===== config.mk =====
export PLATFORM = sky130hd
export DESIGN_NAME = motor_sequencer_flat
export DESIGN_NICKNAME = d
export VERILOG_FILES = /design/src/rtl/motor_sequencer_if.sv /design/src/rtl/motor_sequencer.sv /design/src/flat_wrapper.sv
export SDC_FILE = /design/constraint.sdc
export NUM_CORES = 1
export LEC_CHECK = 0
export ABC_AREA = 1
export ABC_CLOCK_PERIOD_IN_PS = 4550
export CAP_MARGIN = 20
export CORE_MARGIN = 4
export CORE_UTILIZATION = 30
export DETAILED_ROUTE_END_ITERATION = 16
export PLACE_DENSITY = 0.59
export SLEW_MARGIN = 25
export SYNTH_ARGS = -nofsm -noshare
export SYNTH_HDL_FRONTEND = slang
export SYNTH_SLANG_ARGS = --single-unit

===== constraint.sdc =====
create_clock -name clk -period 4.55 [get_ports clk]
set_input_delay 0.91 -clock clk [delete_from_list [all_inputs] [get_ports clk]]
set_output_delay 0.91 -clock clk [all_outputs]
set_load 0.05 [all_outputs]

===== src/rtl/motor_sequencer_if.sv =====
// Command/status bundle between the GPIO command registers, the sequencer and the hbridge driver.
interface motor_sequencer_if;
    logic [15:0] cmd_speed;
    logic        cmd_dir;
    logic        cmd_closed_loop;
    logic [5:0]  mosfet_in;
    logic [15:0] speed_out;
    logic        dir_out;
    logic        enable_bemf_out;
    logic [5:0]  mosfet_out;
    logic [2:0]  state;
    logic        fault;

    modport master (
        output cmd_speed, cmd_dir, cmd_closed_loop, mosfet_in,
        input  speed_out, dir_out, enable_bemf_out, mosfet_out, state, fault
    );

    modport slave (
        input  cmd_speed, cmd_dir, cmd_closed_loop, mosfet_in,
        output speed_out, dir_out, enable_bemf_out, mosfet_out, state, fault
    );
endinterface


===== src/rtl/motor_sequencer.sv =====
// Rate-limited speed/direction sequencer with open/closed-loop handover in front of hbridge.
// Define MOTOR_SEQ_STALL_WDT_EN to build the commutation-stall watchdog and its FAULT entry.
module motor_sequencer #(
    parameter int unsigned RAMP_DIV       = 1000,
    parameter int unsigned RAMP_STEP      = 64,
    parameter logic [15:0] HANDOVER_SPEED = 16'd20000,
    parameter logic [15:0] HANDOVER_HYST  = 16'd2000,
    parameter int unsigned COAST_TIME     = 50000,
    parameter logic [23:0] STALL_TIMEOUT  = 24'd200000
) (
    input logic             clk,
    input logic             rst,
    motor_sequencer_if.slave bus
);
    typedef enum logic [2:0] {
        IDLE  = 3'd0,
        RAMP  = 3'd1,
        RUN   = 3'd2,
        COAST = 3'd3,
        FAULT = 3'd4
    } state_t;

    localparam logic [16:0] STEP          = 17'(RAMP_STEP);
    localparam logic [15:0] RELEASE_SPEED = HANDOVER_SPEED - HANDOVER_HYST;

    state_t      state_q, state_n;
    logic [15:0] speed_q, target;
    logic        dir_q, bemf_q;
    logic [5:0]  mosfet_q;
    logic [31:0] tick_cnt, coast_cnt;
    logic        tick, stall, drive_q, drive_n;

    // One slew step toward tgt; the 17-bit sum keeps large targets from wrapping.
    function automatic logic [15:0] slew(input logic [15:0] cur, input logic [15:0] tgt);
        logic [16:0] sum;
        sum = {1'b0, cur} + STEP;
        if (cur < tgt)
            slew = (sum >= {1'b0, tgt}) ? tgt : sum[15:0];
        else if ({1'b0, cur - tgt} <= STEP)
            slew = tgt;
        else
            slew = cur - STEP[15:0];
    endfunction

    assign target  = (bus.cmd_dir == dir_q) ? bus.cmd_speed : 16'd0;
    assign tick    = (tick_cnt == RAMP_DIV - 1);
    assign drive_q = (state_q == RAMP) || (state_q == RUN);
    assign drive_n = (state_n == RAMP) || (state_n == RUN);

    always_comb begin
        state_n = state_q;
        case (state_q)
            IDLE:  if (bus.cmd_speed != 16'd0) state_n = RAMP;
            RAMP: begin
                if (speed_q == target && target != 16'd0)
                    state_n = RUN;
                else if (target == 16'd0 && speed_q == 16'd0)
                    state_n = (bus.cmd_speed != 16'd0 && bus.cmd_dir != dir_q) ? COAST : IDLE;
            end
            RUN:   if (target != speed_q) state_n = RAMP;
            COAST: begin
                if (bus.cmd_speed == 16'd0)
                    state_n = IDLE;
                else if (coast_cnt == COAST_TIME - 1)
                    state_n = RAMP;
            end
            FAULT: if (bus.cmd_speed == 16'd0) state_n = IDLE;
            default: state_n = IDLE;
        endcase
        if (stall) state_n = FAULT;
    end

    always_ff @(posedge clk) begin
        if (rst) begin
            state_q   <= IDLE;
            speed_q   <= 16'd0;
            dir_q     <= 1'b0;
            bemf_q    <= 1'b0;
            mosfet_q  <= 6'd0;
            tick_cnt  <= 32'd0;
            coast_cnt <= 32'd0;
        end else begin
            state_q  <= state_n;
            mosfet_q <= drive_n ? bus.mosfet_in : 6'd0;

            // Counter restarts on RAMP entry since it idles at zero outside RAMP.
            tick_cnt  <= (state_q != RAMP || tick) ? 32'd0 : tick_cnt + 32'd1;
            coast_cnt <= (state_q == COAST && state_n == COAST) ? coast_cnt + 32'd1 : 32'd0;

            if (state_n == IDLE || state_n == COAST || state_n == FAULT)
                speed_q <= 16'd0;
            else if (state_q == RAMP && tick)
                speed_q <= slew(speed_q, target);

            if ((state_q == IDLE || state_q == COAST) && state_n == RAMP)
                dir_q <= bus.cmd_dir;

            // Between RELEASE_SPEED and HANDOVER_SPEED the previous mode is held.
            if (!bus.cmd_closed_loop || !drive_q || state_n == FAULT)
                bemf_q <= 1'b0;
            else if (speed_q >= HANDOVER_SPEED)
                bemf_q <= 1'b1;
            else if (speed_q < RELEASE_SPEED)
                bemf_q <= 1'b0;
        end
    end

`ifdef MOTOR_SEQ_STALL_WDT_EN
    logic [23:0] wdt_cnt;
    logic [5:0]  mosfet_prev;
    logic        fault_q;
    logic        wdt_active, wdt_clear;

    assign wdt_active = drive_q && (speed_q != 16'd0);
    assign wdt_clear  = !wdt_active || (bus.mosfet_in != mosfet_prev);
    assign stall      = !wdt_clear && (wdt_cnt == STALL_TIMEOUT - 24'd1);

    always_ff @(posedge clk) begin
        if (rst) begin
            wdt_cnt     <= 24'd0;
            mosfet_prev <= 6'd0;
            fault_q     <= 1'b0;
        end else begin
            mosfet_prev <= bus.mosfet_in;
            wdt_cnt     <= (wdt_clear || state_n != state_q) ? 24'd0 : wdt_cnt + 24'd1;
            fault_q     <= (state_n == FAULT);
        end
    end

    assign bus.fault = fault_q;
`else
    assign stall     = 1'b0;
    assign bus.fault = 1'b0;
`endif

    assign bus.speed_out       = speed_q;
    assign bus.dir_out         = dir_q;
    assign bus.enable_bemf_out = bemf_q;
    assign bus.mosfet_out      = mosfet_q;
    assign bus.state           = state_q;
endmodule


===== src/flat_wrapper.sv =====
// flat-port wrapper written by rule: the top's interface ports become plain ports
module motor_sequencer_flat 
#(
    parameter int unsigned RAMP_DIV       = 1000,
    parameter int unsigned RAMP_STEP      = 64,
    parameter logic [15:0] HANDOVER_SPEED = 16'd20000,
    parameter logic [15:0] HANDOVER_HYST  = 16'd2000,
    parameter int unsigned COAST_TIME     = 50000,
    parameter logic [23:0] STALL_TIMEOUT  = 24'd200000
)
  (clk, rst, bus_cmd_speed, bus_cmd_dir, bus_cmd_closed_loop, bus_mosfet_in, bus_speed_out, bus_dir_out, bus_enable_bemf_out, bus_mosfet_out, bus_state, bus_fault);
  motor_sequencer_if bus_i ();
  input logic clk;
  input logic rst;
  input wire logic [$bits(bus_i.cmd_speed)-1:0] bus_cmd_speed;
  input wire logic [$bits(bus_i.cmd_dir)-1:0] bus_cmd_dir;
  input wire logic [$bits(bus_i.cmd_closed_loop)-1:0] bus_cmd_closed_loop;
  input wire logic [$bits(bus_i.mosfet_in)-1:0] bus_mosfet_in;
  output wire logic [$bits(bus_i.speed_out)-1:0] bus_speed_out;
  output wire logic [$bits(bus_i.dir_out)-1:0] bus_dir_out;
  output wire logic [$bits(bus_i.enable_bemf_out)-1:0] bus_enable_bemf_out;
  output wire logic [$bits(bus_i.mosfet_out)-1:0] bus_mosfet_out;
  output wire logic [$bits(bus_i.state)-1:0] bus_state;
  output wire logic [$bits(bus_i.fault)-1:0] bus_fault;
  assign bus_i.cmd_speed = bus_cmd_speed;
  assign bus_i.cmd_dir = bus_cmd_dir;
  assign bus_i.cmd_closed_loop = bus_cmd_closed_loop;
  assign bus_i.mosfet_in = bus_mosfet_in;
  assign bus_speed_out = bus_i.speed_out;
  assign bus_dir_out = bus_i.dir_out;
  assign bus_enable_bemf_out = bus_i.enable_bemf_out;
  assign bus_mosfet_out = bus_i.mosfet_out;
  assign bus_state = bus_i.state;
  assign bus_fault = bus_i.fault;
  motor_sequencer #(.RAMP_DIV(RAMP_DIV), .RAMP_STEP(RAMP_STEP), .HANDOVER_SPEED(HANDOVER_SPEED), .HANDOVER_HYST(HANDOVER_HYST), .COAST_TIME(COAST_TIME), .STALL_TIMEOUT(STALL_TIMEOUT)) u_core (.clk(clk), .rst(rst), .bus(bus_i));
endmodule

==> results of run 1 <==
==> worst max path at each step <==
stage,from,end,slack (ns),cells past startpoint
after floorplan,bus_cmd_dir,u_core.bus.speed_out[5],1.11,24
after global placement,bus_cmd_dir,u_core.bus.speed_out[12],0.16,21
after detailed placement,bus_cmd_dir,u_core.bus.speed_out[9],0.15,21
after CTS,bus_cmd_dir,u_core.bus.speed_out[9],0.50,21
after global routing,bus_cmd_dir,u_core.bus.speed_out[9],0.10,21
final,bus_cmd_dir,u_core.bus.speed_out[9],0.51,21
==> layout make-up <==
type	count	area, um2	share of cell area [%]
Inverter	166	626	8.14
Clock buffer	12	267	3.47
Clock inverter	2	35.0	0.456
Sequential cell	91	1820	23.7
Multi-Input combinational cell	780	4050	52.6
Tap cell	275	344	4.47
Timing Repair Buffer	56	551	7.16
==> cell families (layout without fill, tap and decap cells) <==
kind of cell	after synthesis	after routing	synth area share, %
xor+xnor	25	25	3.33
other cells	1	1	0.0571
compound gates	86	86	7.09
fa+ha+maj	32	32	6.10
flops	91	91	27.7
buf+inv	179	236	10.7
simple gates	636	636	45.0
==> metal layers <==
metal  track usage [%]  up-vias
li1                  -     3474
met3              2.41       24
met1              19.3     2917
met4              4.88        0
met5                 0        -
met2              23.5      146
==> flip-flops by register name, indices dropped and copies added (netlist names) <==
name / count
u_core.coast_cnt: 32
u_core.bus.enable_bemf_out: 1
u_core.bus.dir_out: 1
u_core.bus.state: 3
u_core.tick_cnt: 32
u_core.bus.mosfet_out: 6
u_core.bus.speed_out: 16
==> cells in the final DEF (no fill, tap or decap), types with 21 or more instances in the layout <==
master / n
nand2_1: 253
inv_1: 159
nor2_1: 158
dfxtp_1: 91
nand3_1: 81
clkdlybuf4s50_1: 52
a21oi_1: 51
nor3_1: 38
ha_1: 32
o21ai_0: 21
nand4_1: 21
==> worst max-delay path, cell delays in order <==
cell             delay, ns
clkdlybuf4s50_1       0.45
inv_1                 0.10
or2_2                 0.10
nand2_1               0.06
inv_1                 0.40
nand2_1               0.25
ha_1                  0.44
nand2_2               0.09
nor2_1                0.17
nand2_1               0.17
nor2_2                0.16
nand3_1               0.11
nand2_1               0.10
nand2_1               0.06
nand3_2               0.10
nand2_2               0.06
nand2_2               0.09
nand2_4               0.12
inv_4                 0.17
nand2_1               0.08
nor2_1                0.11
==> report_power, final <==
| group | total (mW) | leakage (nW) | internal, mW | switching (mW) |
|---|---|---|---|---|
| clock network | 0.768 | 0.151 | 0.464 | 0.304 |
| registers | 0.822 | 0.735 | 0.812 | 0.0103 |
| logic | 0.440 | 2.43 | 0.143 | 0.297 |
| total | 2.03 | 3.32 | 1.42 | 0.611 |
==> results by group, run 1 <==
Status
  • Status: completed

Pwr
  • LEAKAGE: between 3 and 4 nW
  • PnR Total Power: between 2 and 2.5 mW
  • Peak VDD IR: around 190 uV
  • P per Cell Area: ~260 mW/mm2

Synthesis
  • Post-synth EDFFs: 0
  • Ys Warns: 0
  • List of most frequent post-synthesis cells: 253 x nand2_1, 159 x inv_1, 158 x nor2_1
  • Synth Net Count: 1108
  • Synth unique cells: 44
  • Mapped Cells: 1050
  • Asr flop ratio synth: 0%
  • Mean Syn Cell Area: ~6.3 um2
  • Proportion of netlist area held by the largest area contributor: between 20% and 30%
  • Synth Cell Area: between 0.006 and 0.007 mm2
  • Synth area leader: dfxtp_1
  • Synth Register Bits: 91
  • Top post-synthesis cells by area: dfxtp_1 28%, nand2_1 14%, inv_1 9.1%
  • Most common cell in the synthesized netlist: nand2_1
  • Main synth FF type: dfxtp_1
  • Part of the Yosys area used for sequential elements: approximately 28%

Clocking
  • Post-CTS resize count: 0
  • CTS Root Cell: clkbuf_16
  • CTS tree: done
  • Hold bufs inserted after CTS: 0
  • Clock Latency Late Sink: around 0.34 ns
  • CTS buffer count: 9
  • Clock transition at path regs: roughly 0.060 ns
  • Longest Clk Path Bufs: 2
  • # clock sinks: 91
  • H-tree levels: 3
  • Post-CTS Setup Bufs: 0

Die
  • Io pins: 54
  • Die extent in y: roughly 160 um
  • Row count: 53
  • Chip width: roughly 160 um
  • Initial core utilization: a little under a third
  • Die area: 0.0243 mm2
  • Core area: about 0.021 mm2

Worst hold path
  • Hold Crit Start: u_core.tick_cnt[0]
  • Worst hold path endpoint: u_core.tick_cnt[0]
  • Hold path cells: 1
  • HP Class: reg2reg

Final layout
  • Non-filler cells, final: between 1000 and 1500
  • Fin area: just under 0.008 mm2
  • Final #Nets: ~1200
  • Fraction of layout cells with a size suffix above 1: roughly 6.1%
  • Fillers: 2314
  • Utilization after layout: between 30% and 40%
  • Antenna Cells: 0
  • Synth-to-Final Area Change: 17.1%

Placement
  • Placed Cells: 1368
  • Placement Setup Slack: between 0.15 and 0.2 ns
  • Area after DPL: approximately 0.0074 mm2
  • Post-DP HPWL: 14.0 mm
  • Placer Congestion: between 0.9 and 1
  • Port Buffer Count: between 50 and 60

Global route
  • Initial antenna violation count: 0
  • GRT overflow: 0
  • Tot GR Track Use: between 10 and 15%
  • First-pass GRT wire length: between 20 and 30 mm
  • Vias in the first global route: 6078
  • Largest net degree at the start of global routing: 33

Detailed routing
  • Routed wire per std cell: about 13 um
  • Wire length on met3: 712 um
  • DR top layer: met4
  • DRT met1 WL: around 8.6 mm
  • Metal2 WL: between 7 and 8 mm
  • Post-route ant nets: 0
  • Initial DRC count: ~380
  • Vias/cell: 4.75
  • DR vias: 6561
  • Routed wire length: approximately 17 mm
  • DRC Markers: 0
  • Drt pass-1 iters: 5

Worst setup path
  • Worst r2r src: u_core.bus.speed_out[8]
  • CP startpoint kind: input pin
  • Worst endpoint required time: approximately 4.8 ns
  • Crit Path Class: in2reg
  • RR Endpoint: u_core.bus.speed_out[1]
  • Crit path max fanout: 16
  • Critical Path End Type: register
  • Worst reg-to-reg path cell count: 19
  • Setup slack, reg-to-reg: just under 1 ns
  • CP Data Arrival Time: roughly 4.3 ns

STA
  • RSZ-0062 raised after global routing: no
  • Crit path time final: roughly 4.0 ns
  • Min Hold Slack: ~0.45 ns
  • Period utilization: around 90%
  • Slew Limit Fails: 0
  • Final setup fails: 0
  • Fmax achieved: ~0.25 GHz
  • Worst slew pin tran: about 0.56 ns
  • Final Hold Fails: 0
  • Worst relative slew slack: 62.4%
  • Final clock skew: approximately 0.005 ns
  • Setup TNS: 0 ns
  • PnR worst setup slack: ~0.51 ns

Run
  • Max-cap violations: 0
Note: power is estimated with default switching activity, not from simulation.
==> run 2, diff against run 1 <==
--- a/config.mk
+++ b/config.mk
@@ -8,10 +8,13 @@
 export ABC_AREA = 1
 export ABC_CLOCK_PERIOD_IN_PS = 4550
 export CAP_MARGIN = 20
+export CELL_PAD_IN_SITES_DETAIL_PLACEMENT = 1
+export CELL_PAD_IN_SITES_GLOBAL_PLACEMENT = 1
+export CORE_ASPECT_RATIO = 1.4
 export CORE_MARGIN = 4
 export CORE_UTILIZATION = 30
 export DETAILED_ROUTE_END_ITERATION = 16
-export PLACE_DENSITY = 0.59
+export PLACE_DENSITY = 0.74
 export SLEW_MARGIN = 25
 export SYNTH_ARGS = -nofsm -noshare
 export SYNTH_HDL_FRONTEND = slang
==> run 2 against run 1 <==
  * Design area is 1.0% higher
  * Cell count is 1.4% higher
  * Clock power is 14% higher
  * Hold slack better by 0.0026 ns
  * Die area is 0.14% higher
  * Maximum frequency is 0.14% higher
  * Via count is 3.0% higher
  * Core utilization is 0.24 points higher
  * Sequential cell count stayed put
  * Critical path type unchanged
  * Highest routed layer unchanged
==> results by group, run 2 (same netlist as run 1, synthesis figures left out) <==
STA
  • PnR worst setup slack: 0.512 ns (+0.00559 ns)
  • Slew Limit Fails: 0 (unchanged)
  • RSZ-0062 raised after global routing: no
  • Worst slew pin tran: 0.550 ns (-0.0118 ns)
  • Final Hold Fails: 0 (unchanged)
  • Worst relative slew slack: 63.0% (+0.65 points)
  • Period utilization: 88.8% (-0.12 points)
  • Fmax achieved: 0.248 GHz (+0.14%)
  • Crit path time final: 4.04 ns (-0.00560 ns)
  • Setup TNS: 0 ns (unchanged)
  • Final setup fails: 0 (unchanged)
  • Final clock skew: 0.0108 ns (+0.00581 ns)
  • Min Hold Slack: 0.450 ns (+0.00256 ns)

Detailed routing
  • Routed wire per std cell: 14.3 um (+14%)
  • Routed wire length: 20.1 mm (+16%)
  • Initial DRC count: 235 (-38%)
  • Post-route ant nets: 0 (unchanged)
  • DRC Markers: 0 (unchanged)
  • DR vias: 6760 (+3.0%)
  • Drt pass-1 iters: 4 (-1)
  • Vias/cell: 4.82 (+1.6%)

Worst setup path
  • Worst endpoint required time: 4.83 ns (about the same)
  • Crit Path Class: in2reg
  • Critical Path End Type: register
  • CP startpoint kind: input pin
  • CP Data Arrival Time: 4.32 ns (about the same)
  • Crit path max fanout: 14 (-2)

Global route
  • GRT overflow: 0 (unchanged)
  • Tot GR Track Use: 16.8% (+2.4 points)
  • Vias in the first global route: 7022 (+16%)
  • Largest net degree at the start of global routing: 33 (unchanged)
  • Initial antenna violation count: 0 (unchanged)
  • First-pass GRT wire length: 33.9 mm (+17%)

Pwr
  • Peak VDD IR: 217 uV (+16%)
  • LEAKAGE: 3.34 nW (+0.70%)
  • P per Cell Area: 278 mW/mm2 (+5.2%)

Clocking
  • CTS Root Cell: clkbuf_16
  • H-tree levels: 3 (unchanged)
  • CTS buffer count: 9 (unchanged)
  • Clock transition at path regs: 0.07 ns (about the same)
  • CTS tree: done
  • Longest Clk Path Bufs: 2 (unchanged)
  • Hold bufs inserted after CTS: 0 (unchanged)
  • Post-CTS resize count: 0 (unchanged)
  • Clock Latency Late Sink: 0.34 ns (about the same)
  • # clock sinks: 91 (unchanged)
  • Post-CTS Setup Bufs: 0 (unchanged)

Final layout
  • Most frequent cells in the layout: 253 x nand2_1, 159 x inv_1, 158 x nor2_1
  • Fraction of layout cells with a size suffix above 1: 6.31% (+0.25 points)
  • Most common cell after layout, fill and taps aside: nand2_1
  • Non-filler cells, final: 1402 (+1.4%)
  • Final #Nets: 1163 (+0.086%)
  • Synth-to-Final Area Change: 18.2%
  • Antenna Cells: 0 (unchanged)
  • Fin area: 0.00777 mm2 (+1.0%)

Die
  • Initial core utilization: 30.8% (-0.11 points)
  • Row count: 63 (+19%)
  • Core area: 0.0214 mm2 (+0.35%)
  • Chip width: 133 um (-15%)
  • Die area: 0.0244 mm2 (+0.14%)
  • Io pins: 54 (unchanged)
  • Die extent in y: 183 um (+17%)

Worst hold path
  • HP Class: reg2reg

Placement
  • Placed Cells: 1386 (+1.3%)
  • Area after DPL: 0.00742 mm2 (+0.39%)
  • Placement Setup Slack: 0.170 ns (+0.0183 ns)
  • Post-DP HPWL: 16.5 mm (+18%)
  • Port Buffer Count: 52 (unchanged)
  • Placer Congestion: 0.826 (-13%)

Run
  • Max-cap violations: 0 (unchanged)

Status
  • Status: completed
run 2: layer usage:
layer / share of wire [%] / global-route usage (%)
met2: 53 / 32.3
met3: 1.9 / 1.87
met5: 0 / 0
met1: 43 / 19.2
met4: 1.9 / 5.24
run 2: cell type report:
type / count / area [um2]
Timing Repair Buffer: 57 / 558
Clock inverter: 6 / 111
Multi-Input combinational cell: 780 / 4050
Sequential cell: 91 / 1820
Clock buffer: 10 / 239
Fill cell: 2794 / 13600
Tap cell: 292 / 365
Inverter: 166 / 626
run 2: worst max-delay path, cell delays in order:
cell and delay, ns:
clkdlybuf4s50_1 0.43, inv_1 0.11, or2_2 0.11, nand2_1 0.05, inv_1 0.37, buf_4 0.22, nand2_1 0.09, ha_1 0.41
nand2_1 0.11, nor3_2 0.20, nand2_1 0.19, nor2_2 0.14, nand3_1 0.10, nand2_1 0.10, nand2_1 0.06, nand3_2 0.10
nand2_2 0.07, nand2_2 0.09, nand2_4 0.11, inv_4 0.17, nand2_1 0.07, nor2_1 0.10
run 2: worst paths after layout:
check | slack (ns) | to | cells past startpoint | startpoint
hold reg to reg | 0.45 | u_core.tick_cnt[0] | 1 | u_core.tick_cnt[0]
setup / recovery | 0.51 | u_core.bus.speed_out[10] | 22 | bus_cmd_dir
hold / removal | 0.45 | u_core.tick_cnt[0] | 1 | u_core.tick_cnt[0]
setup reg to reg | 1.00 | u_core.bus.speed_out[6] | 19 | u_core.bus.speed_out[8]
run 2: metrics by stage:
stage                     power, mW  util [%]
after floorplan                1.15         -
after global placement         1.29      34.7
after detailed placement       1.30      34.7
after CTS                      2.18      36.4
after global routing           2.27      36.4
final                          2.16      36.4
run 2: power by group:
part / total, mW / switching [mW] / internal, mW / leakage, nW
Sequential: 0.822 / 0.0105 / 0.812 / 0.735
Clock: 0.878 / 0.325 / 0.553 / 0.169
Combinational: 0.456 / 0.311 / 0.145 / 2.44
Total: 2.16 / 0.646 / 1.51 / 3.34
